`src/rtl/mem_stage_lsu.sv`:
```
// mem_stage_lsu: MEM-stage load/store unit of the 5-stage RV32I pipeline.
// It turns MemRead/MemWrite, funct3 and the ALU address into one req/gnt/rvalid
// transaction on the data bus. Load data is aligned, extended and registered.
// Latency: a store takes 3 or more cycles (IDLE, REQ, DONE). A load takes 4 or
// more cycles (IDLE, REQ, RESP, DONE).
// Backpressure: stall holds IF..MEM for the whole transaction and drops for
// exactly one cycle in DONE. Misaligned accesses never stall and never reach the bus.
// Ports: clk/rst (async active-low); EX/MEM inputs mem_read_i, mem_write_i,
// funct3_i, addr_i, store_data_i; data bus dbus_*; loaddata_o to MEM/WB;
// stall_o, misalign_o, bus_err_o.
module mem_stage_lsu #(
    parameter int unsigned TIMEOUT     = 255,
    parameter bit          ZERO_ON_ERR = 1'b1
) (
    input  logic        clk,
    input  logic        rst,
    input  logic        mem_read_i,
    input  logic        mem_write_i,
    input  logic [2:0]  funct3_i,
    input  logic [31:0] addr_i,
    input  logic [31:0] store_data_i,
    output logic        dbus_req_o,
    output logic        dbus_we_o,
    output logic [31:0] dbus_addr_o,
    output logic [3:0]  dbus_be_o,
    output logic [31:0] dbus_wdata_o,
    input  logic        dbus_gnt_i,
    input  logic        dbus_rvalid_i,
    input  logic [31:0] dbus_rdata_i,
    output logic [31:0] loaddata_o,
    output logic        stall_o,
    output logic        misalign_o,
    output logic        bus_err_o
);
    localparam int unsigned CW = (TIMEOUT < 2) ? 1 : $clog2(TIMEOUT + 1);
    localparam logic [CW-1:0] CNT_LAST = CW'((TIMEOUT == 0) ? 0 : TIMEOUT - 1);

    typedef enum logic [1:0] {IDLE, REQ, RESP, DONE} state_t;

    state_t        state;
    logic [CW-1:0] cnt;
    logic [1:0]    off;
    logic [2:0]    f3;

    logic        is_byte, is_half, access, misalign, start, tmo;
    logic [3:0]  be_nxt;
    logic [31:0] wdata_nxt, lane, ext;

    // The size comes from funct3[1:0] alone. The undefined codes 011/110/111
    // therefore decode as a word, and so does store size 11.
    assign is_byte    = (funct3_i[1:0] == 2'b00);
    assign is_half    = (funct3_i[1:0] == 2'b01);
    assign access     = mem_read_i | mem_write_i;
    assign misalign   = (is_half & addr_i[0]) |
                        (!is_byte & !is_half & (addr_i[1:0] != 2'b00));
    assign misalign_o = access & misalign;

    // Gate on rst so that stall drops at once while reset is held, even if
    // the EX/MEM register still presents an access.
    assign start   = rst & (state == IDLE) & access & !misalign;
    assign stall_o = start | (state == REQ) | (state == RESP);

    // The counter runs from 0 on the first cycle of REQ or RESP. The abort
    // therefore fires on the cycle that holds count TIMEOUT-1, which is the
    // TIMEOUT-th cycle spent waiting.
    assign tmo = (TIMEOUT != 0) && (cnt == CNT_LAST);

    always_comb begin
        be_nxt    = 4'b1111;
        wdata_nxt = store_data_i;
        if (is_byte) begin
            be_nxt    = 4'b0001 << addr_i[1:0];
            wdata_nxt = {4{store_data_i[7:0]}};
        end else if (is_half) begin
            be_nxt    = 4'b0011 << addr_i[1:0];
            wdata_nxt = {2{store_data_i[15:0]}};
        end
    end

    // Move the addressed byte or halfword down to bit 0, then extend it.
    assign lane = dbus_rdata_i >> {off, 3'b000};

    always_comb begin
        case (f3)
            3'b000:  ext = {{24{lane[7]}}, lane[7:0]};
            3'b001:  ext = {{16{lane[15]}}, lane[15:0]};
            3'b100:  ext = {24'b0, lane[7:0]};
            3'b101:  ext = {16'b0, lane[15:0]};
            default: ext = lane;
        endcase
    end

    always_ff @(posedge clk or negedge rst) begin
        if (!rst) begin
            state        <= IDLE;
            cnt          <= '0;
            off          <= 2'b00;
            f3           <= 3'b000;
            dbus_req_o   <= 1'b0;
            dbus_we_o    <= 1'b0;
            dbus_addr_o  <= '0;
            dbus_be_o    <= '0;
            dbus_wdata_o <= '0;
            loaddata_o   <= '0;
            bus_err_o    <= 1'b0;
        end else begin
            bus_err_o <= 1'b0;
            cnt       <= cnt + 1'b1;
            case (state)
                IDLE: begin
                    if (start) begin
                        state        <= REQ;
                        cnt          <= '0;
                        dbus_req_o   <= 1'b1;
                        // If a load and a store are flagged together, the store wins.
                        dbus_we_o    <= mem_write_i;
                        dbus_addr_o  <= {addr_i[31:2], 2'b00};
                        dbus_be_o    <= be_nxt;
                        dbus_wdata_o <= wdata_nxt;
                        off          <= addr_i[1:0];
                        f3           <= funct3_i;
                    end
                end
                REQ: begin
                    if (dbus_gnt_i) begin
                        dbus_req_o <= 1'b0;
                        cnt        <= '0;
                        state      <= dbus_we_o ? DONE : RESP;
                    end else if (tmo) begin
                        dbus_req_o <= 1'b0;
                        bus_err_o  <= 1'b1;
                        if (ZERO_ON_ERR) loaddata_o <= '0;
                        state      <= DONE;
                    end
                end
                RESP: begin
                    if (dbus_rvalid_i) begin
                        loaddata_o <= ext;
                        state      <= DONE;
                    end else if (tmo) begin
                        bus_err_o  <= 1'b1;
                        if (ZERO_ON_ERR) loaddata_o <= '0;
                        state      <= DONE;
                    end
                end
                default: state <= IDLE;   // DONE: one free cycle, no new access
            endcase
        end
    end
endmodule

```
`config.mk`:
```
export PLATFORM = sky130hd
export DESIGN_NAME = mem_stage_lsu
export DESIGN_NICKNAME = d
export VERILOG_FILES = /design/src/rtl/mem_stage_lsu.sv
export SDC_FILE = /design/constraint.sdc
export NUM_CORES = 1
export LEC_CHECK = 0
export ABC_AREA = 1
export BUFFER_PORTS_ARGS = -buffer_cell sky130_fd_sc_hd__clkbuf_2
export CAP_MARGIN = 20
export CORE_MARGIN = 2
export CORE_UTILIZATION = 40
export DETAILED_ROUTE_END_ITERATION = 6
export GPL_TIMING_DRIVEN = 0
export PLACE_DENSITY = 0.67
export SYNTH_ARGS = -nofsm -noshare
export SYNTH_HDL_FRONTEND = slang
export SYNTH_SLANG_ARGS = --single-unit
export TNS_END_PERCENT = 50
```
`constraint.sdc`:
```
create_clock -name clk -period 1.85 [get_ports clk]
set_input_delay 0.37 -clock clk [delete_from_list [all_inputs] [get_ports clk]]
set_output_delay 0.37 -clock clk [all_outputs]
set_load 0.02 [all_outputs]
```
; ---- After elaboration in Yosys (flattened, before gate mapping)
; Index checks and enable logic that the tools add are counted.
; Widths: inputs -> output; s select.
[classes]
n_addsub = 1
reduce_logical = 12
n_bitwise = 11
eq_ne = 10
n_shift = 3
n_div = 0
magnitude_cmp = 0
mux = 26
multipliers = 0
[ops]
columns = op, n
row1 = $mux 32, 5
row2 = $pmux 32 s4, 1
row3 = $pmux 32 s2, 1
row4 = $shr 32x5->32, 1
row5 = $mux 8, 2
row6 = $pmux 8 s2, 1
row7 = $add 8x1->8 const B, 1
row8 = $eq 8x8->1 const B, 1
row9 = $mux 2, 4
row10 = $mux 4, 2
row11 = $and 1x1->1, 7
row12 = $mux 1, 7
row13 = $eq 3x3->1 const B, 2
row14 = $pmux 2 s3, 1
row15 = $reduce_bool 2->1, 3
row16 = $eq 2x1->1 const B, 2
row17 = $logic_not 2->1, 2
row18 = $ne 2x2->1 const B, 2
row19 = $or 1x1->1, 4
row20 = $pmux 1 s2, 2
row21 = $reduce_and 2->1, 2
row22 = $shl 1x2->4 const A, 1
row23 = $shl 2x2->4 const A, 1
row24 = $eq 3x1->1 const B, 1
row25 = 5 further kinds, 7
[word_totals]
mem_bits_rw = 0
latchBits = 0
inputBits = 105
out_inout_bits = 105
romBits = 0
ff_bits = 116
memories = 0

; ---- Depth between registers and ports, before layout
[depth]
word_depth = 9
depth_mapped = 10
depth_no_buf = 10

; ---- Worst setup path after synthesis
; OpenSTA, ideal clock, no wires.
[synth_path]
path_type = register to output
startpoint = register state[0]
endpoint = output stall_o
n_path_buf = 2
t_arrival_ns = 1.507
path_stages_with_launch = 9
slack_ns = -0.027
path_cell_list = dfrtp_1 inv_1 ha_1 nand2_1 nor2_4 nand3_2 buf_4 buf_6 nand2_1
[synth_via]
elab_chain_cells = 6
word_cells_on_any_way = 8
classes_between = eq/ne: 2 / bitwise: 5 / reduce/logical: 1
[synth_rtl]
columns = item, line
row1 = start: declaration, 40  ; state_t state;
row2 = start signal: assignment, 128  ; state <= dbus_we_o ? DONE : RESP;
row3 = $logic_not 2->1, 60  ; assign start = rst & (state == IDLE) & access & !misalign;
row4 = $and 1x1->1 (3 in a row), 60
row5 = $or 1x1->1, 61  ; assign stall_o = start | (state == REQ) | (state == RESP);
row6 = $or 1x1->1 *, 61
row7 = end: declaration, 31  ; output logic stall_o,
; Mark *: on every way between the ends. The rest lies on a longest branch, timed or not.

; ---- Worst setup path in the final report
[layout_path]
startpoint = register state[1]
endpoint = output stall_o
; Same word-level chain as after synthesis.

==> reports/qor.yml <==
power:
  leakage_nw: 4.53
  cellPowerDensity_mw_per_mm2: 1810
  vdd_drop_max_mv: 1.08
  total_power_w: 0.0147
run:
  maxCapViolCount: 0
sta:
  slew_headroom_pct: 65.0
  finalWorstSetupSlack_ps: -112
  setup_viol: 1
  holdWs_ps: 37.5
  finalCritPeriodShare_pct: 106
  clock.fmax_ghz: 0.510
  period_minus_slack_ps: 1960
  finalHoldViolCount: 0
  skew_ps: 7.73
  fin_setup_tns_ps: -112
  tightestPinTransition_ps: 523
  drv_slew: 0
  grt_setup_unrepaired: "yes"
grt:
  gr-total-overflow: 0
  grt_pass1_wl_um: 28900
  grt_pass1_vias: 5824
  grt.total_usage_pct: 23.2
  grt_max_degree: 49
  antenna_found_initial: 0
synth:
  synth_edf_count: 0
  async_flop_share_pct: 100
  yosys_warnings: 0
  synth_ff_type: "dfrtp_1"
  synth_cell_types: 31
  ys_seq_area_share_pct: 49.5
  netlist_area_mm2: 0.00586
  synth-seq-cells: 116
  avgSynthCellArea_um2: 7.78
  syn_inst: 753
routing:
  drtAntennaViolNets: 0
  dr.pass1.iters: 5
  wl_per_cell_um: 15.0
  drtIter0Drc: 375
  vias_per_cell: 4.95
  drc_errors: 0
  num_vias: 5914
  routed_wl_um: 18000
worst_setup_path:
  reg2reg_depth: 11
  r2r-start: "state[1]"
  critPathKind: "reg2out"
  cp-start-kind: "flop"
  cp.required_ps: 1480
  r2r_setup_slack_ps: 90
  startpoint: "state[1]"
  worstPathArrival_ps: 1590
  rr_endpoint: "dbus_addr_o[22]"
  path_max_fanout: 2
  worst_setup_path_end_kind: "primary output"
clock_network:
  h-tree-depth: 4
  root_buffer: "clkbuf_16"
  clockBufferDepth: 2
  cts_sinks: 116
  cts_buffers: 17
  clk_pin_slew_ps: 60
  cts_tree: "yes"
  clk_latency_ps: 420
floorplanning:
  die_area_mm2: 0.0156
  start_util_pct: 40.6
  die_h_um: 125
  rows: 44
  io_pins: 210
  design.core.area_mm2: 0.0144
  die_w_um: 125
status:
  violations: "negative setup slack"
  status: "finished, violations left"
finish:
  instances_no_fill: 1195
  nets: 1113
  n_antenna_cell: 0
  layout_common_cells: "nand2_1 (318), clkbuf_2 (209), dfrtp_1 (116), nand3_1 (82), o21ai_0 (36)"
  area_growth_pct: 38.3
  layout_commonest_cell: "nand2_1"
  fill_cells: 1405
  drive_gt1_share_pct: 31.8
placement:
  dp_cells: 1146
  gp_congestion: 0.920
  dp_slack_ps: -770
  io_buffers: 207
  dp_hpwl_um: 13000
min_path:
  min_path_type: "in2async"
==> per-stage QoR <==
| stage | util (%) | cell area, µm² |
|---|---|---|
| 2_1_floorplan | - | 5870 |
| 3_3_place_gp | 49.5 | 7130 |
| 3_5_place_dp | 49.7 | 7170 |
| 4_1_cts | 55.9 | 8060 |
| 5_1_grt | 56.2 | 8110 |
| 6_report | 56.2 | 8110 |
==> kinds of logic after synthesis <==
group / Yosys count / share of synthesized area [%]
compound gates: 94 / 9.05
xor+xnor: 3 / 0.448
fa+ha+maj: 10 / 2.13
buf+inv: 79 / 6.83
flops: 116 / 49.5
other cells: 1 / 0.0640
simple gates: 450 / 32.0
==> worst max-delay path, stage by stage, from the launching register on <==
cell and delay [ps]:
dfrtp_1 400, inv_2 90, ha_4 140, nand2_4 50, nor2_4 120, nand3_4 80
buf_12 130, nand2_4 50, buf_8 100
==> per-layer routing <==
| layer | global-route usage, % | wire length [µm] | vias up |
|---|---|---|---|
| met5 | 0 | 0 | - |
| met4 | 9.15 | 456 | 0 |
| met3 | 8.56 | 1610 | 37 |
| met2 | 37.7 | 8420 | 246 |
| met1 | 28.0 | 7490 | 2726 |
| li1 | - | - | 2905 |
==> worst max-delay path by stage <==
stage,cells after the start,slack [ps],end
global route,8,-160,stall_o
CTS,6,-150,stall_o
global placement,8,-2520,stall_o
finish,8,-110,stall_o
detailed placement,9,-770,stall_o
floorplan,8,20,stall_o
==> layout make-up <==
class	instances	area, µm²	share of cell area [%]
Inverter	37	139	1.71
Buffer	41	272	3.35
Multi-Input combinational cell	559	2610	32.2
Sequential cell	116	2900	35.8
Timing Repair Buffer	226	1290	15.9
Clock inverter	14	221	2.73
Tap cell	184	230	2.84
Clock buffer	18	439	5.42
==> what timing repair did <==
| item | in CTS | in global routing |
|---|---|---|
| pin swaps | 3 | 4 |
| buffers inserted | 11 | 3 |
| cloned | 1 | 0 |
| gates resized for setup | 18 | 15 |
| hold endpoints to repair | 48 | 0 |
| hold buffers | 3 | 0 |
| setup endpoints to repair | 30 | 37 |
==> state kept, by name, summed over array words and instances, names as in the netlist <==
register	flops
dbus_we_o	1
off	2
dbus_req_o	1
cnt	8
state	2
dbus_wdata_o	32
f3	3
dbus_addr_o	30
dbus_be_o	4
loaddata_o	32
bus_err_o	1
==> cells in the mapped netlist (4+ instances only) <==
| cell type | n | area share [%] |
|---|---|---|
| inv_1 | 32 | 2.0 |
| buf_2 | 11 | 0.94 |
| nand3_1 | 83 | 7.1 |
| dfrtp_1 | 116 | 50 |
| buf_6 | 6 | 1.2 |
| buf_4 | 9 | 1.2 |
| a21oi_1 | 32 | 2.7 |
| nand3_2 | 4 | 0.68 |
| nand2_1 | 320 | 20 |
| o21a_1 | 14 | 1.8 |
| inv_2 | 4 | 0.26 |
| clkbuf_1 | 13 | 0.83 |
| o211ai_1 | 8 | 1.0 |
| nor2_1 | 25 | 1.6 |
| ha_1 | 10 | 2.1 |
| o21ai_0 | 36 | 3.1 |
| nand2_2 | 12 | 1.3 |
==> power by group <==
group	switching, W	internal [W]	leakage, nW
clock network	0.00127	0.00244	0.314
registers	0.000717	0.00371	1.45
logic	0.00419	0.00235	2.76
No activity file was read; power rests on OpenSTA's default activity.
